$ cat src/rtl/bpb_pkg.sv
// Shared types and helpers for the branch prediction buffer: entry layout,
// 2-bit counter encodings and the PC-to-tag mapping.
package bpb_pkg;

  localparam int PC_TAG_W = 30;

  typedef logic [1:0] ctr_t;

  localparam ctr_t SNT = 2'b00;
  localparam ctr_t WNT = 2'b01;
  localparam ctr_t WT  = 2'b10;
  localparam ctr_t ST  = 2'b11;

  typedef struct packed {
    logic                valid;
    logic [PC_TAG_W-1:0] tag;
    logic [31:0]         target;
    ctr_t                ctr;
  } entry_t;

  function automatic logic [PC_TAG_W-1:0] to_tag(input logic [31:0] pc);
    return pc[31:2];
  endfunction

  function automatic ctr_t ctr_inc(input ctr_t c);
    return (c == ST) ? ST : c + 2'd1;
  endfunction

  function automatic ctr_t ctr_dec(input ctr_t c);
    return (c == SNT) ? SNT : c - 2'd1;
  endfunction

endpackage

$ cat src/rtl/bpb_victim_sel.sv
// Allocation victim picker: lowest-index invalid entry if any, otherwise the
// round-robin slot. The caller owns and advances the pointer.
module bpb_victim_sel #(
  parameter int ENTRIES = 16,
  parameter int IDX_W   = $clog2(ENTRIES)
) (
  input  logic [ENTRIES-1:0] valid_i,
  input  logic [IDX_W-1:0]   rr_ptr_i,
  output logic [IDX_W-1:0]   victim_idx_o,
  output logic               use_rr_o
);

  always_comb begin
    victim_idx_o = rr_ptr_i;
    use_rr_o     = 1'b1;
    // Scan downward so the last assignment wins with the lowest free index.
    for (int i = ENTRIES - 1; i >= 0; i--) begin
      if (!valid_i[i]) begin
        victim_idx_o = IDX_W'(i);
        use_rr_o     = 1'b0;
      end
    end
  end

endmodule

$ cat src/rtl/bpb_table.sv
// Fully-associative branch prediction buffer with combinational fetch lookup,
// execute-stage write-back, allocation/eviction and perf counters.
module bpb_table
  import bpb_pkg::*;
#(
  parameter int ENTRIES   = 16,
  parameter int TAG_WIDTH = PC_TAG_W
) (
  input  logic        clk,
  input  logic        reset,
  input  logic [31:0] pc_f,
  output logic        pred_hit,
  output logic        pred_taken,
  output logic [31:0] pred_target,
  input  logic        upd_valid,
  input  logic [31:0] upd_pc,
  input  logic        upd_taken,
  input  logic [31:0] upd_target,
  input  logic        flush_table,
  output logic [31:0] n_updates,
  output logic [31:0] n_mispredicts
);

  localparam int IDX_W = $clog2(ENTRIES);

  entry_t             table_q [ENTRIES];
  entry_t             table_d [ENTRIES];
  logic [IDX_W-1:0]   rr_q, rr_d;
  logic [31:0]        n_upd_q, n_upd_d;
  logic [31:0]        n_mis_q, n_mis_d;

  logic [TAG_WIDTH-1:0] f_tag, u_tag;
  logic                 f_hit, u_hit;
  logic [IDX_W-1:0]     f_idx, u_idx;
  logic [ENTRIES-1:0]   valid_vec;
  logic [IDX_W-1:0]     victim_idx;
  logic                 use_rr;
  logic                 mispredict;
  logic                 unused_pc_lsbs;

  assign unused_pc_lsbs = ^upd_pc[1:0];

  assign f_tag = to_tag(pc_f);
  assign u_tag = to_tag(upd_pc);

  // Two independent match ports; allocation only on miss keeps each one-hot.
  always_comb begin
    f_hit     = 1'b0;
    f_idx     = '0;
    u_hit     = 1'b0;
    u_idx     = '0;
    valid_vec = '0;
    for (int i = 0; i < ENTRIES; i++) begin
      valid_vec[i] = table_q[i].valid;
      if (table_q[i].valid && table_q[i].tag == f_tag) begin
        f_hit = 1'b1;
        f_idx = IDX_W'(i);
      end
      if (table_q[i].valid && table_q[i].tag == u_tag) begin
        u_hit = 1'b1;
        u_idx = IDX_W'(i);
      end
    end
  end

  assign pred_hit    = f_hit;
  assign pred_taken  = f_hit & table_q[f_idx].ctr[1];
  assign pred_target = pred_taken ? table_q[f_idx].target : pc_f + 32'd4;

  bpb_victim_sel #(
    .ENTRIES (ENTRIES),
    .IDX_W   (IDX_W)
  ) u_victim_sel (
    .valid_i      (valid_vec),
    .rr_ptr_i     (rr_q),
    .victim_idx_o (victim_idx),
    .use_rr_o     (use_rr)
  );

  always_comb begin
    mispredict = ((u_hit & table_q[u_idx].ctr[1]) != upd_taken) ||
                 (upd_taken && u_hit && table_q[u_idx].ctr[1] &&
                  table_q[u_idx].target != upd_target);
  end

  always_comb begin
    table_d = table_q;
    rr_d    = rr_q;
    n_upd_d = n_upd_q;
    n_mis_d = n_mis_q;
    if (flush_table) begin
      for (int i = 0; i < ENTRIES; i++) begin
        table_d[i].valid = 1'b0;
        table_d[i].ctr   = SNT;
      end
      rr_d = '0;
    end else if (upd_valid) begin
      n_upd_d = n_upd_q + 32'd1;
      if (mispredict) n_mis_d = n_mis_q + 32'd1;
      if (u_hit) begin
        if (upd_taken) begin
          table_d[u_idx].ctr    = ctr_inc(table_q[u_idx].ctr);
          table_d[u_idx].target = upd_target;
        end else begin
          table_d[u_idx].ctr = ctr_dec(table_q[u_idx].ctr);
        end
      end else if (upd_taken) begin
        table_d[victim_idx] = '{valid: 1'b1, tag: u_tag, target: upd_target, ctr: WT};
        if (use_rr) rr_d = rr_q + 1'b1;
      end
    end
  end

  // NOTE: the whole array is reset because a stale tag with a cleared valid
  // bit is harmless, but a reset value on every field keeps simulation X-free.
  always_ff @(posedge clk) begin
    if (reset) begin
      for (int i = 0; i < ENTRIES; i++) table_q[i] <= '0;
      rr_q    <= '0;
      n_upd_q <= '0;
      n_mis_q <= '0;
    end else begin
      table_q <= table_d;
      rr_q    <= rr_d;
      n_upd_q <= n_upd_d;
      n_mis_q <= n_mis_d;
    end
  end

  assign n_updates     = n_upd_q;
  assign n_mispredicts = n_mis_q;

endmodule

$ cat config.mk
export PLATFORM = sky130hd
export DESIGN_NAME = bpb_table
export DESIGN_NICKNAME = d
export VERILOG_FILES = /design/src/rtl/bpb_pkg.sv /design/src/rtl/bpb_victim_sel.sv /design/src/rtl/bpb_table.sv
export SDC_FILE = /design/constraint.sdc
export NUM_CORES = 2
export LEC_CHECK = 0
export BUFFER_PORTS_ARGS = -buffer_cell sky130_fd_sc_hd__clkbuf_2
export CORE_MARGIN = 2
export CORE_UTILIZATION = 35
export DETAILED_ROUTE_END_ITERATION = 6
export MAX_ROUTING_LAYER = met4
export SYNTH_ARGS = -nofsm -noshare
export SYNTH_HDL_FRONTEND = slang
export SYNTH_SLANG_ARGS = --single-unit
export TNS_END_PERCENT = 100
$ cat constraint.sdc
create_clock -name clk -period 6.16 [get_ports clk]
set_clock_uncertainty 0.1 [all_clocks]
set_input_delay 0.308 -clock clk [delete_from_list [all_inputs] [get_ports clk]]
set_output_delay 0.308 -clock clk [all_outputs]
set_load 0.1 [all_outputs]
==> results.md <==
- Die area: 187400 sq um
- EDFF count, synth: 0
- Share of the synthesized area in the top cell type: 34.45%
- Highest-delay cell along the critical path: or4_4
- Clk_lat worst skew: 0.84 ns
- Avg Cell Area, Syn: 7.879 sq um
- Arrival @ worst endpoint: 6.72 ns
- Max Slew Vio Count: 0
- Max incr delay on CP: 0.73 ns
- Vias in the first global route: 62800
- GPL Wtd Cong: 1.016
- Largest family of logic cells by synthesized area: simple AND/OR/NAND/NOR gates
- Vias: 67050
- Nets: 8687
- Initial antenna violation count: 21
- Root Buffer: clkbuf_16
- Worst setup path startpoint: upd_pc[9]
- Yosys cell types: 101
- Outcome: finished clean
- Yosys reg bits: 1108
- Initial core utilization: 35.21%
- Power, Total: 0.01781 W
- Most used DFF post-synth: dfxtp_1
- CTS tree: built
- Multiplexer share of the synthesized area: 8.930%
- Max_slew headroom: 20.57%
- All-Layer GR Usage: 35.25%
- Maximum clock frequency: 163.0 MHz
- Max cap viols: 0
- GRT overflow: 0
- Post-route ant nets: 0
- XOR/XNOR Fraction of Synth Area: 14.52%
- HP Start: upd_pc[3]
- Cell with the most instances after synthesis: nand2_1
- DR vias/cell: 5.998
- CP bufs+invs: 8
- Row count: 157
- Avg WL per Cell: 29.63 um
- Mapped Cells: 8173
- Final instance area: 79850 sq um
- First-pass DRT Iterations: 6
- Most used cell along the critical path: buf_4
- Adder-cell share of the synthesized area: 0.09327%
- Post-synthesis async set-or-reset flop share: 0%
- Post-synth top cells: 1945 x nand2_1, 1108 x dfxtp_1, 948 x a21oi_1
- Sequential share of the synthesized area: 34.45%
- Ranking of synthesized cells by area: dfxtp_1 34%, nand2_1 11%, xnor2_1 11%, a21oi_1 7.4%, mux4_2 4.5%
- Layout Utilization: 43.66%
- Worst-path clk slew: 0.06 ns
- IO Pins: 199
- Synthesized area: 64390 sq um
- Clock Path Buffers: 3
- Drt total wl: 331300 um
- Layout area overhead: 24.01%
- Maximum VDD drop: 0.0002574 V
- Post-DP Area: 73770 sq um
- Setup TNS: 0 ns
- Cts bufs inserted: 141
- Die Span Y: 432.9 um
- First-pass GRT wire length: 465200 um
- CP Max Fanout: 13
- RSZ-0062 raised after global routing: false
- Crit end category: flip-flop
- Lkg Pwr: 27.25 nW
- Area leader, netlist: dfxtp_1
- Port-buffer cells: 196
- Hpwl dp: 228100 um
- Compound-Gate Fraction of Synth Area: 12.70%
- Crit path time final: 6.136 ns
- Worst Max-Slew Pin Slew: 1.191 ns
- Crit-path cells: clkbuf_2 -> buf_12 -> dlygate4sd3_1 -> buf_4 -> xnor2_1 -> nand4_1 -> nor4_2 -> buf_4 -> and2_1 -> buf_4 -> o211ai_1 -> a2111o_2 -> nor3_4 -> buf_4 -> a32oi_1 -> and4_1 -> a211oi_1 -> nand4_1 -> or4_4 -> o21ai_4 -> buf_4 -> or4_1 -> a21oi_1
- CORE AREA: 182900 sq um
- Simple-gate share of the synthesized area: 24.22%
- Clk sink count: 1108
- Required @ worst endpoint: 6.74 ns
- Worst min-delay path category: primary input to flip-flop
- Largest net degree at the start of global routing: 210
- Number of remaining DRC errors: 0
- Setup-violating endpoint count in the final report: 0
- Setup crit start kind: primary input
- YS warnings: 0
- Power Density: 223.0 nW/um^2
- Critical path class: primary input to flip-flop
- H-tree levels: 4
- Synth Net Count: 8278
- Die width: 432.9 um
- Final hold violation count: 0
- Fin crit share: 99.61%
- R2r startpoint: table_q[315]$_SDFFE_PP0P_
- Number of DRC markers in iteration 0: 9669
- Crit path max-delay family: simple AND/OR/NAND/NOR gates
- Share of cells above drive strength 1: 16.98%
-- where the power goes --
group          internal [W]  switching [W]  total (W)  leakage [nW]
clock               0.00511        0.00366    0.00877          2.37
combinational      0.000588        0.00124    0.00183          16.0
sequential          0.00718      0.0000188    0.00720          8.92
-- stage by stage --
stage	worst slack, ns	instances	hold WS (ns)
finish	0.02377	11180	0.03777
global placement	-0.7793	10820	0.3453
floorplan	0.02780	8173	0.3320
detailed placement	-0.7468	10820	0.3508
global route	0.01781	11170	0.01403
CTS	-0.02860	11150	0.0003639
-- sequential cells by signal, summed over array words and instances (netlist names) --
| name | count |
|---|---|
| table_q | 1040 |
| n_mispredicts | 32 |
| n_updates | 32 |
| rr_q | 4 |
-- final timing paths --
check	endpoint	cells after the start	slack (ns)
setup / recovery	n_mispredicts[21]$_SDFFE_PP0P_	23	0.02
hold / removal	table_q[685]$_SDFFE_PP0P_	4	0.04
setup reg to reg	n_mispredicts[21]$_SDFFE_PP0P_	19	0.13
hold reg to reg	table_q[195]$_SDFFE_PP0P_	2	0.36
-- placed cells by master, fill, tap and decap left out, types with 47 or more instances in the layout --
| cell | count |
|---|---|
| o22ai_1 | 51 |
| inv_1 | 47 |
| nor2_1 | 385 |
| dlygate4sd3_1 | 78 |
| buf_12 | 200 |
| nor3_1 | 75 |
| or3_1 | 49 |
| nand4_1 | 372 |
| a21oi_1 | 940 |
| clkbuf_16 | 143 |
| mux4_2 | 129 |
| nand2_1 | 1942 |
| dfxtp_1 | 1106 |
| nor4_1 | 130 |
| and3_1 | 77 |
| mux2i_1 | 239 |
| xnor2_1 | 773 |
| xor2_1 | 257 |
| o21ai_0 | 53 |
| nand3_1 | 184 |
| clkbuf_2 | 161 |
| buf_4 | 541 |
-- what timing repair did --
action | CTS | global route
hold buffers | 79 | 0
gates resized for setup | 18 | 38
setup buffers | 4 | 3
cloned | 0 | 1
endpoints found under the setup margin | 65 | 62
endpoints found under the hold margin | 875 | 0
pin swaps | 2 | 7
-- cell families (layout without fill, tap and decap cells) --
| kind of cell | count (synthesis) | after routing |
|---|---|---|
| compound gates | 1392 | 1392 |
| xor+xnor | 1052 | 1052 |
| buf+inv | 767 | 1287 |
| fa+ha+maj | 5 | 5 |
| simple gates | 3440 | 3440 |
| flops | 1108 | 1108 |
| other cells | 0 | 22 |
| mux | 409 | 409 |
-- layout make-up --
cell class	count	area, sq um
multi-input combinational	6298	39760
antenna	22	55.05
fill	18080	103000
clock buffer	200	4071
clock inverter	54	774.5
timing repair buffer	986	9748
tap	2464	3083
inverter	47	176.4
sequential	1108	22180
-- layer usage --
layer | share of wire, % | wire [um] | up-vias | track usage (%)
li1 | - | - | 29130 | -
met1 | 39 | 129000 | 32380 | 43.92
met2 | 43 | 142100 | 4434 | 51.32
met3 | 11 | 36710 | 1104 | 8.346
met4 | 7.1 | 23510 | 0 | 21.73
met5 | 0 | 0 | - | -
-- worst min-delay path, cell delays in order --
cell and delay [ns]:
clkbuf_2 0.20, buf_12 0.23, nand2_1 0.07, a21oi_1 0.05
Power figures use the tool's default switching activity.
